File: src/rtl/dmem_arb_pkg.sv
// dmem_arb_pkg: shared state and owner encodings for the DMEM arbiter
package dmem_arb_pkg;
  typedef enum logic [1:0] {IDLE = 2'd0, ACCESS = 2'd1, DONE = 2'd2} state_t;
  typedef enum logic {OWN_A = 1'b0, OWN_B = 1'b1} owner_t;
endpackage

File: src/rtl/dmem_arbiter_if.sv
// dmem_arbiter_if: pipeline port A, loader/debug port B and the DMEM port
interface dmem_arbiter_if #(parameter int AW = 32, parameter int DW = 32);
  logic a_req, a_we, a_ack, stall_m, b_req, b_we, b_ack, mem_we;
  logic [AW-1:0] a_addr, b_addr, mem_addr;
  logic [DW-1:0] a_wdata, a_rdata, b_wdata, b_rdata, mem_wd, mem_rd;
  modport slave (
    input a_req, a_we, a_addr, a_wdata, b_req, b_we, b_addr, b_wdata, mem_rd,
    output a_ack, a_rdata, stall_m, b_ack, b_rdata, mem_we, mem_addr, mem_wd
  );
  modport master (
    output a_req, a_we, a_addr, a_wdata, b_req, b_we, b_addr, b_wdata, mem_rd,
    input a_ack, a_rdata, stall_m, b_ack, b_rdata, mem_we, mem_addr, mem_wd
  );
endinterface

File: src/rtl/dmem_grant_sel.sv
// dmem_grant_sel: A-priority grant, yielding to B after MAX_A_STREAK A grants
module dmem_grant_sel #(parameter int MAX_A_STREAK = 4) (
  input  logic clk,
  input  logic rst,
  input  logic a_req,
  input  logic b_req,
  input  logic grant,
  output logic grant_b
);
  localparam int SW = $clog2(MAX_A_STREAK + 1);
  logic [SW-1:0] a_streak;
  logic full;
  always_comb full = a_streak == SW'(MAX_A_STREAK);
  always_comb grant_b = b_req & (~a_req | full);
  // streak only grows while B is actually being made to wait
  always_ff @(posedge clk or negedge rst)
    if (!rst) a_streak <= '0;
    else if (grant) a_streak <= (grant_b | ~b_req) ? '0 : full ? a_streak : a_streak + 1'b1;
endmodule

File: src/rtl/dmem_arbiter.sv
// dmem_arbiter: shares one DMEM port between the MEM stage (A) and loader/debug (B)
module dmem_arbiter
  import dmem_arb_pkg::*;
#(
  parameter int AW = 32,
  parameter int DW = 32,
  parameter int LAT = 1,
  parameter int MAX_A_STREAK = 4
) (
  input logic clk,
  input logic rst,
  dmem_arbiter_if.slave bus
);
  localparam int CW = LAT > 1 ? $clog2(LAT) : 1;
  state_t state, state_nx;
  owner_t owner;
  logic we_r, grant, grant_b, last, ack_a, ack_b;
  logic [CW-1:0] cnt;
  logic [AW-1:0] addr_r;
  logic [DW-1:0] wd_r, a_rd, b_rd;
  dmem_grant_sel #(.MAX_A_STREAK(MAX_A_STREAK)) u_sel (
    .clk(clk), .rst(rst), .a_req(bus.a_req), .b_req(bus.b_req), .grant(grant), .grant_b(grant_b)
  );
  always_comb grant = state == IDLE && (bus.a_req || bus.b_req);
  always_comb last = cnt == '0;
  always_ff @(posedge clk or negedge rst)
    if (!rst) state <= IDLE;
    else state <= state_nx;
  always_comb state_nx = state == IDLE ? (grant ? ACCESS : IDLE) :
                         state == ACCESS ? (last ? DONE : ACCESS) : IDLE;
  // request fields are captured once at grant; later input changes are ignored
  always_ff @(posedge clk or negedge rst)
    if (!rst) begin
      owner <= OWN_A;
      we_r <= 1'b0;
      cnt <= '0;
      addr_r <= '0;
      wd_r <= '0;
      a_rd <= '0;
      b_rd <= '0;
    end else begin
      if (grant) begin
        owner <= grant_b ? OWN_B : OWN_A;
        we_r <= grant_b ? bus.b_we : bus.a_we;
        addr_r <= grant_b ? bus.b_addr : bus.a_addr;
        wd_r <= grant_b ? bus.b_wdata : bus.a_wdata;
        cnt <= CW'(LAT - 1);
      end else if (state == ACCESS && !last) cnt <= cnt - 1'b1;
      if (state == ACCESS && last && !we_r && owner == OWN_A) a_rd <= bus.mem_rd;
      if (state == ACCESS && last && !we_r && owner == OWN_B) b_rd <= bus.mem_rd;
    end
  always_comb begin
    ack_a = state == DONE && owner == OWN_A;
    ack_b = state == DONE && owner == OWN_B;
    bus.a_ack = ack_a;
    bus.b_ack = ack_b;
    bus.stall_m = bus.a_req & ~ack_a;
    bus.mem_we = state == ACCESS && last && we_r;
    bus.mem_addr = addr_r;
    bus.mem_wd = wd_r;
    bus.a_rdata = a_rd;
    bus.b_rdata = b_rd;
  end
endmodule

File: src/flat_wrapper.sv
// flat-port wrapper written by rule: the top's interface ports become plain ports
module dmem_arbiter_flat import dmem_arb_pkg::*;
#(
  parameter int AW = 32,
  parameter int DW = 32,
  parameter int LAT = 1,
  parameter int MAX_A_STREAK = 4
)
  (clk, rst, bus_a_req, bus_a_we, bus_a_addr, bus_a_wdata, bus_b_req, bus_b_we, bus_b_addr, bus_b_wdata, bus_mem_rd, bus_a_ack, bus_a_rdata, bus_stall_m, bus_b_ack, bus_b_rdata, bus_mem_we, bus_mem_addr, bus_mem_wd);
  dmem_arbiter_if #(.AW(AW), .DW(DW)) bus_i ();
  input logic clk;
  input logic rst;
  input wire logic [$bits(bus_i.a_req)-1:0] bus_a_req;
  input wire logic [$bits(bus_i.a_we)-1:0] bus_a_we;
  input wire logic [$bits(bus_i.a_addr)-1:0] bus_a_addr;
  input wire logic [$bits(bus_i.a_wdata)-1:0] bus_a_wdata;
  input wire logic [$bits(bus_i.b_req)-1:0] bus_b_req;
  input wire logic [$bits(bus_i.b_we)-1:0] bus_b_we;
  input wire logic [$bits(bus_i.b_addr)-1:0] bus_b_addr;
  input wire logic [$bits(bus_i.b_wdata)-1:0] bus_b_wdata;
  input wire logic [$bits(bus_i.mem_rd)-1:0] bus_mem_rd;
  output wire logic [$bits(bus_i.a_ack)-1:0] bus_a_ack;
  output wire logic [$bits(bus_i.a_rdata)-1:0] bus_a_rdata;
  output wire logic [$bits(bus_i.stall_m)-1:0] bus_stall_m;
  output wire logic [$bits(bus_i.b_ack)-1:0] bus_b_ack;
  output wire logic [$bits(bus_i.b_rdata)-1:0] bus_b_rdata;
  output wire logic [$bits(bus_i.mem_we)-1:0] bus_mem_we;
  output wire logic [$bits(bus_i.mem_addr)-1:0] bus_mem_addr;
  output wire logic [$bits(bus_i.mem_wd)-1:0] bus_mem_wd;
  assign bus_i.a_req = bus_a_req;
  assign bus_i.a_we = bus_a_we;
  assign bus_i.a_addr = bus_a_addr;
  assign bus_i.a_wdata = bus_a_wdata;
  assign bus_i.b_req = bus_b_req;
  assign bus_i.b_we = bus_b_we;
  assign bus_i.b_addr = bus_b_addr;
  assign bus_i.b_wdata = bus_b_wdata;
  assign bus_i.mem_rd = bus_mem_rd;
  assign bus_a_ack = bus_i.a_ack;
  assign bus_a_rdata = bus_i.a_rdata;
  assign bus_stall_m = bus_i.stall_m;
  assign bus_b_ack = bus_i.b_ack;
  assign bus_b_rdata = bus_i.b_rdata;
  assign bus_mem_we = bus_i.mem_we;
  assign bus_mem_addr = bus_i.mem_addr;
  assign bus_mem_wd = bus_i.mem_wd;
  dmem_arbiter #(.AW(AW), .DW(DW), .LAT(LAT), .MAX_A_STREAK(MAX_A_STREAK)) u_core (.clk(clk), .rst(rst), .bus(bus_i));
endmodule
File: config.mk
export PLATFORM = sky130hd
export DESIGN_NAME = dmem_arbiter_flat
export DESIGN_NICKNAME = d
export VERILOG_FILES = /design/src/rtl/dmem_arb_pkg.sv /design/src/rtl/dmem_arbiter_if.sv /design/src/rtl/dmem_grant_sel.sv /design/src/rtl/dmem_arbiter.sv /design/src/flat_wrapper.sv
export SDC_FILE = /design/constraint.sdc
export NUM_CORES = 1
export LEC_CHECK = 0
export BUFFER_PORTS_ARGS = -buffer_cell sky130_fd_sc_hd__buf_2
export CORE_ASPECT_RATIO = 1.2
export CORE_UTILIZATION = 42
export DETAILED_ROUTE_END_ITERATION = 8
export PLACE_DENSITY = 0.84
export SETUP_SLACK_MARGIN = 0.4
export SLEW_MARGIN = 30
export SYNTH_ARGS = -nofsm -noshare
export SYNTH_HDL_FRONTEND = slang
export SYNTH_SLANG_ARGS = --single-unit
File: constraint.sdc
create_clock -name clk -period 1.6 [get_ports clk]
set_clock_uncertainty 0.1 [all_clocks]
set_input_delay 0.24 -clock clk [delete_from_list [all_inputs] [get_ports clk]]
set_output_delay 0.24 -clock clk [all_outputs]
set_load 0.01 [all_outputs]
* Word-level counts from Yosys, hierarchy flattened
Index checks and enable logic that the tools add are counted.
Cells by class: add/subtract/negate cells 2, order comparisons 0, $mul 0, mux-type cells 12, reductions and logical operators 14, bitwise logic cells 9, div/mod/pow operators 0, eq/ne operators 4, shifts and indexed selects 0
Operator list (number):
- two-way mux 32 bit | 2
- logical AND 1 bit | 9
- two-way mux 2 bit | 3
- two-way mux 3 bit | 2
- two-way mux 1 bit | 5
- NOT 1 bit | 5
- adder 3 x 1 -> 3 bit (second input constant) | 1
- == test 3 bit (second input constant) | 1
- bitwise AND 1 bit | 2
- == test 2 x 1 -> 1 bit (second input constant) | 1
- == test 2 bit (second input constant) | 1
- logical NOT 2 bit | 1
- != test 2 x 1 -> 1 bit (second input constant) | 1
- OR 1 bit | 2
- AND reduction 2 bit | 1
- nonzero test 2 bit | 1
- logical NOT 1 bit | 1
- logical OR 1 bit | 1
- subtractor 1 bit (second input constant) | 1
Word-level totals: memory bits (writable) 0, input port bits 166, ROM bits 0, logic and storage cells 50, bits in latches 0, output and inout bits 132, register bits 136, memories 0

* Depth between registers and ports, before layout
word-level depth 6, gate-level depth with buffers 7, mapped depth without buffers 5

* By module
Synthesis repeated with hierarchy kept, for this count alone.
Unflattened totals: cell total of the unflattened synthesis 381, area total of the unflattened synthesis 6059.6 um2
By module, submodules not included:
- dmem_arbiter | instances 1, cells each 362, area each 5865.6 um2
- dmem_grant_sel | instances 1, cells each 19, area each 193.9 um2

* Worst setup path before layout
No wires, ideal clock.
kind register to register, from reg u_core.u_sel.a_streak[0], to reg u_core.addr_r[22] (netlist: u_core.bus.mem_addr[22]), path slack -106 ps, setup time 146 ps, stages on the path, launching flop included 8, buffers on the path 2, data arrival time 1461 ps, data required time 1354 ps, cells stage by stage dfrtp_1 inv_1 ha_1 a21bo_2 and2_1 buf_2 clkbuf_1 o221ai_1
Between the ends: cells in the longest elaborated chain, start to end 4
Ends and longest elaborated chain:
- start, declared | RTL line dmem_grant_sel.sv:11 | logic [SW-1:0] a_streak;
- start signal, assigned | RTL line dmem_grant_sel.sv:18 | else if (grant) a_streak <= (grant_b | ~b_req) ? '0 : full ? a_streak : a_streak + 1'b1;
- == test 3 bit | RTL line dmem_grant_sel.sv:13 | always_comb full = a_streak == SW'(MAX_A_STREAK);
- OR 1 bit | RTL line dmem_grant_sel.sv:14 | always_comb grant_b = b_req & (~a_req | full);
- bitwise AND 1 bit | RTL line dmem_grant_sel.sv:14
- two-way mux 32 bit | RTL line dmem_arbiter.sv:45 | addr_r <= grant_b ? bus.b_addr : bus.a_addr;
- end signal, assigned | RTL line dmem_arbiter.sv:45
- end, declared | RTL line dmem_arbiter.sv:19 | logic [AW-1:0] addr_r;
No other way between the ends. A chain may end at the register's enable or synchronous reset.

* Final worst setup path
from reg u_core.u_sel.a_streak[1], to reg u_core.we_r
Between the ends: cells in the longest elaborated chain, start to end 4
Ends and longest elaborated chain:
- == test 3 bit | RTL line dmem_grant_sel.sv:13
- OR 1 bit | RTL line dmem_grant_sel.sv:14
- bitwise AND 1 bit | RTL line dmem_grant_sel.sv:14
- two-way mux 1 bit | RTL line dmem_arbiter.sv:44 | we_r <= grant_b ? bus.b_we : bus.a_we;
- end signal, assigned | RTL line dmem_arbiter.sv:44
- end, declared | RTL line dmem_arbiter.sv:17 | logic we_r, grant, grant_b, last, ack_a, ack_b;
No other way between the ends.

==> metrics.log <==
[metrics] run status: finished with violations
[metrics] failing checks: setup timing
[metrics] Post-DP HPWL: 12700 um
[metrics] GPL Wtd Cong: 0.834
[metrics] top cells by area in the synthesized netlist: sky130_fd_sc_hd__dfrtp_1 55%, sky130_fd_sc_hd__mux2_2 9.9%, sky130_fd_sc_hd__o221ai_1 7.4%, sky130_fd_sc_hd__nand4_1 6.5%, sky130_fd_sc_hd__nand3_1 5.3%
[metrics] asr flop ratio synth: 100%
[metrics] insertion delay to the later sink of the worst-skew pair: 0.43 ns
[metrics] Min-Delay Endpoint: u_core.bus.mem_addr[22]
[metrics] part of the Yosys area used for sequential elements: 54.5%
[metrics] standard-cell row count: 48
[metrics] number of placed instances with taps included: 1017
[metrics] detail-routed net length per standard cell: 30.6 um
[metrics] via count of the first global-routing pass: 7949
[metrics] number of vias per cell after detailed routing: 6.52
[metrics] fraction of layout instances using a drive strength above 1: 61.9%
[metrics] class of the most critical setup path: reg -> reg
[metrics] antenna violations before repair: 8
[metrics] critical path cell sequence: inv_2 -> ha_4 -> a21bo_4 -> buf_12 -> buf_12 -> buf_16 -> nand4_1 -> o221ai_2
[metrics] Power Dens Cells: 2150 mW/mm2
[metrics] register bit count reported by yosys: 136
[metrics] total core area: 0.0145 mm2
[metrics] initial core utilization: 43.1%
[metrics] worst slew margin relative to its limit: 31.8%
[metrics] worst-case clock buffer depth: 2
[metrics] actual transition at the worst max-transition pin: 1.02 ns
[metrics] Buf/Inv on CP: 4
[metrics] fmax: 494 MHz
[metrics] startpoint of the worst register-to-register path: u_core.u_sel.a_streak[1]
[metrics] vertical extent of the die: 136 um
[metrics] maximum level of the CTS H-tree: 4
[metrics] most frequent cell on the critical path: sky130_fd_sc_hd__buf_12
[metrics] library cells used by synthesis: 34
[metrics] Routed Antenna Nets: 0
[metrics] Hold Worst Slack: 0.000573 ns
[metrics] Post-Layout Cell Count: 1303
[metrics] Ys Warns: 0
[metrics] routed wire length: 39800 um
[metrics] Hold Path Cell Cnt: 3
[metrics] HP Class: in -> reg
[metrics] final count of pins violating max slew: 0
[metrics] CTS clock-pin slew for the worst setup and hold paths: 0.07 ns
[metrics] synthesized netlist net count: 715
[metrics] max-cap violations: 0
[metrics] die outline width: 113 um
[metrics] Tmin final: 2.02 ns
[metrics] overall overflow remaining after global route: 0
[metrics] slowest CP cell: sky130_fd_sc_hd__dfrtp_1
[metrics] final standard cell utilization of the core: 89.9%
[metrics] Post-synth top flop: sky130_fd_sc_hd__dfrtp_1
[metrics] crit share post-route: 127%
[metrics] slowest stage delay, CP: 0.42 ns
[metrics] root buffer cell: sky130_fd_sc_hd__clkbuf_16
[metrics] R2R Path End: u_core.we_r
[metrics] required time of the worst setup path: 1.79 ns
[metrics] logic depth of the worst register-to-register path: 8
[metrics] drt first pass iters: 6
[metrics] Post-synth EDFFs: 0
[metrics] average instance area after synthesis: 11.4 um2
[metrics] clock tree from TritonCTS: yes
[metrics] Crit path arrival time: 2.21 ns
[metrics] final setup fails: 138
[metrics] Overall Global Routing Usage: 39.7%
[metrics] Synth top area share: 54.5%
[metrics] hold wc startpoint: bus_b_addr[22]
[metrics] Syn Std Cell Area: 0.00624 mm2
[metrics] initial detailed-routing violation count: 1225
[metrics] worst-case vdd ir drop: 1530 uV
[metrics] Area Overhead vs Synth: 108%
[metrics] Lkg Pwr: 6.13 nW
[metrics] Sinks on Clock Net: 136
[metrics] pin count of the biggest net entering global routing: 68
[metrics] Worst setup EP type: flop
[metrics] number of nets at the end of the flow: 1254
[metrics] Ports: 298
[metrics] number of fillers in the final layout: 478
[metrics] global-route wire length before repair: 45300 um
[metrics] full die area: 0.0154 mm2
[metrics] FF-to-FF setup slack: -0.42 ns
[metrics] total via count in the routed design: 8502
[metrics] total of buffers placed on input and output ports: 297
[metrics] Top Family by Delay on Critical Path: buffers and inverters
[metrics] Final WS setup: -0.425 ns
[metrics] cts bufs inserted: 17
[metrics] DRC violations left: 0
[metrics] setup repair after global routing missed its margin: yes
[metrics] startpoint type of the worst setup path: flop
[metrics] synthesized netlist cell count: 547
[metrics] maximum fanout count along the critical path: 6
[metrics] number of hold violations in the final report: 0
[metrics] largest area contributor in the synthesized netlist: sky130_fd_sc_hd__dfrtp_1
[how the worst max path moves through the flow]
stage	from	to	cells after the start
floorplan	u_core.cnt	u_core.bus.a_rdata[0]	3
global placement	u_core.u_sel.a_streak[0]	u_core.bus.mem_addr[21]	6
detailed placement	u_core.u_sel.a_streak[0]	u_core.bus.mem_wd[28]	6
CTS	u_core.state[0]	bus_stall_m	4
global route	u_core.u_sel.a_streak[1]	u_core.bus.mem_addr[12]	9
finish	u_core.u_sel.a_streak[1]	u_core.we_r	8
[state kept, by name, indices dropped and copies added, names as in the netlist]
register               count
u_core.bus.a_rdata        32
u_core.bus.b_rdata        32
u_core.bus.mem_addr       32
u_core.bus.mem_wd         32
u_core.u_sel.a_streak      3
u_core.state               2
u_core.cnt                 1
u_core.owner               1
u_core.we_r                1
[cell families (layout without fill, tap and decap cells)]
logic type                 count (synthesis)  after routing  synth area share [%]
muxes                                     66             66                  11.9
other                                      0              4                     0
adders and majority gates                  2              2                 0.401
AOI/OAI and AO/OA                         70             70                  10.9
buffers and inverters                    127            679                  8.56
and+or+nand+nor                          146            146                  13.6
DFF                                      136            136                  54.5
[through the flow]
step	TNS [ns]	instance area, um2	power [mW]	setup WS, ns
after global routing	-35.90	13000	28.6	-0.446
after global placement	-1.32	8300	14.3	-0.0510
after detailed placement	-3.52	8300	14.6	-0.0798
after CTS	-12.05	12000	23.1	-0.188
final	-30.89	13000	27.9	-0.425
after floorplan	0	6600	11.4	0.00394
[synth_stat cells, types with 2 or more instances]
master / count
sky130_fd_sc_hd__dfrtp_1: 136
sky130_fd_sc_hd__inv_1: 70
sky130_fd_sc_hd__nand3_1: 66
sky130_fd_sc_hd__nand4_1: 65
sky130_fd_sc_hd__mux2_2: 55
sky130_fd_sc_hd__o221ai_1: 53
sky130_fd_sc_hd__clkbuf_1: 30
sky130_fd_sc_hd__buf_2: 19
sky130_fd_sc_hd__o221ai_2: 12
sky130_fd_sc_hd__mux2_1: 9
sky130_fd_sc_hd__buf_4: 3
sky130_fd_sc_hd__buf_6: 3
sky130_fd_sc_hd__and2_1: 2
sky130_fd_sc_hd__buf_1: 2
sky130_fd_sc_hd__ha_1: 2
sky130_fd_sc_hd__nand2b_1: 2
[per-layer routing]
| layer | wire (um) | global-route usage (%) |
|---|---|---|
| met1 | 12600 | 41.2 |
| met2 | 18300 | 68.2 |
| met3 | 4950 | 11.8 |
| met4 | 3960 | 29.2 |
| met5 | 50 | 0 |
[repair_timing]
action	4_1_cts	5_1_grt
endpoints found under the hold margin	160	2
buffers inserted	61	57
pin swaps	76	40
resized for setup	169	84
hold buffers	98	1
endpoints found under the setup margin	267	268
cloned	29	4
[tightest hold or removal path: cells and delay by family]
family | cells | cell delay (ns)
AO/OA/AOI/OAI | 1 | 0.08
AND/OR/NAND/NOR | 1 | 0.11
buffers and inverters | 1 | 0.07
[power breakdown]
group	switching, mW	leakage [nW]	total, mW	internal [mW]
Sequential	1.56	1.64	6.75	5.19
Combinational	7.84	4.23	17.2	9.33
Clock	1.91	0.270	4.00	2.09
Total	11.3	6.13	27.9	16.6
[layout make-up]
cell class / count / area, um2 / area share, %
Sequential cell: 136 / 3410 / 26.2
Tap cell: 200 / 250 / 1.92
Inverter: 70 / 263 / 2.02
Clock inverter: 14 / 129 / 0.991
Antenna cell: 4 / 10.0 / 0.0770
Clock buffer: 18 / 439 / 3.38
Timing Repair Buffer: 577 / 5430 / 41.8
Multi-Input combinational cell: 284 / 3080 / 23.7
[layout by cell type, fill, tap and decap left out, types with 2 or more instances in the layout]
master,n
sky130_fd_sc_hd__clkinv_4,2
sky130_fd_sc_hd__nand4_1,65
sky130_fd_sc_hd__nand3_2,13
sky130_fd_sc_hd__buf_6,82
sky130_fd_sc_hd__buf_2,240
sky130_fd_sc_hd__diode_2,4
sky130_fd_sc_hd__and2_4,2
sky130_fd_sc_hd__o221ai_2,60
sky130_fd_sc_hd__inv_6,7
sky130_fd_sc_hd__buf_8,3
sky130_fd_sc_hd__buf_4,84
sky130_fd_sc_hd__inv_1,68
sky130_fd_sc_hd__mux2_4,41
sky130_fd_sc_hd__nand3_4,7
sky130_fd_sc_hd__nand3_1,46
sky130_fd_sc_hd__mux2_2,24
sky130_fd_sc_hd__o221ai_4,4
sky130_fd_sc_hd__nor3b_4,2
sky130_fd_sc_hd__dfrtp_1,134
sky130_fd_sc_hd__dlygate4sd3_1,99
sky130_fd_sc_hd__clkbuf_16,21
sky130_fd_sc_hd__buf_12,33
sky130_fd_sc_hd__clkinvlp_4,3
sky130_fd_sc_hd__inv_2,2
sky130_fd_sc_hd__buf_16,32
sky130_fd_sc_hd__dfrtp_2,2
(Power assumes the default switching activity.)
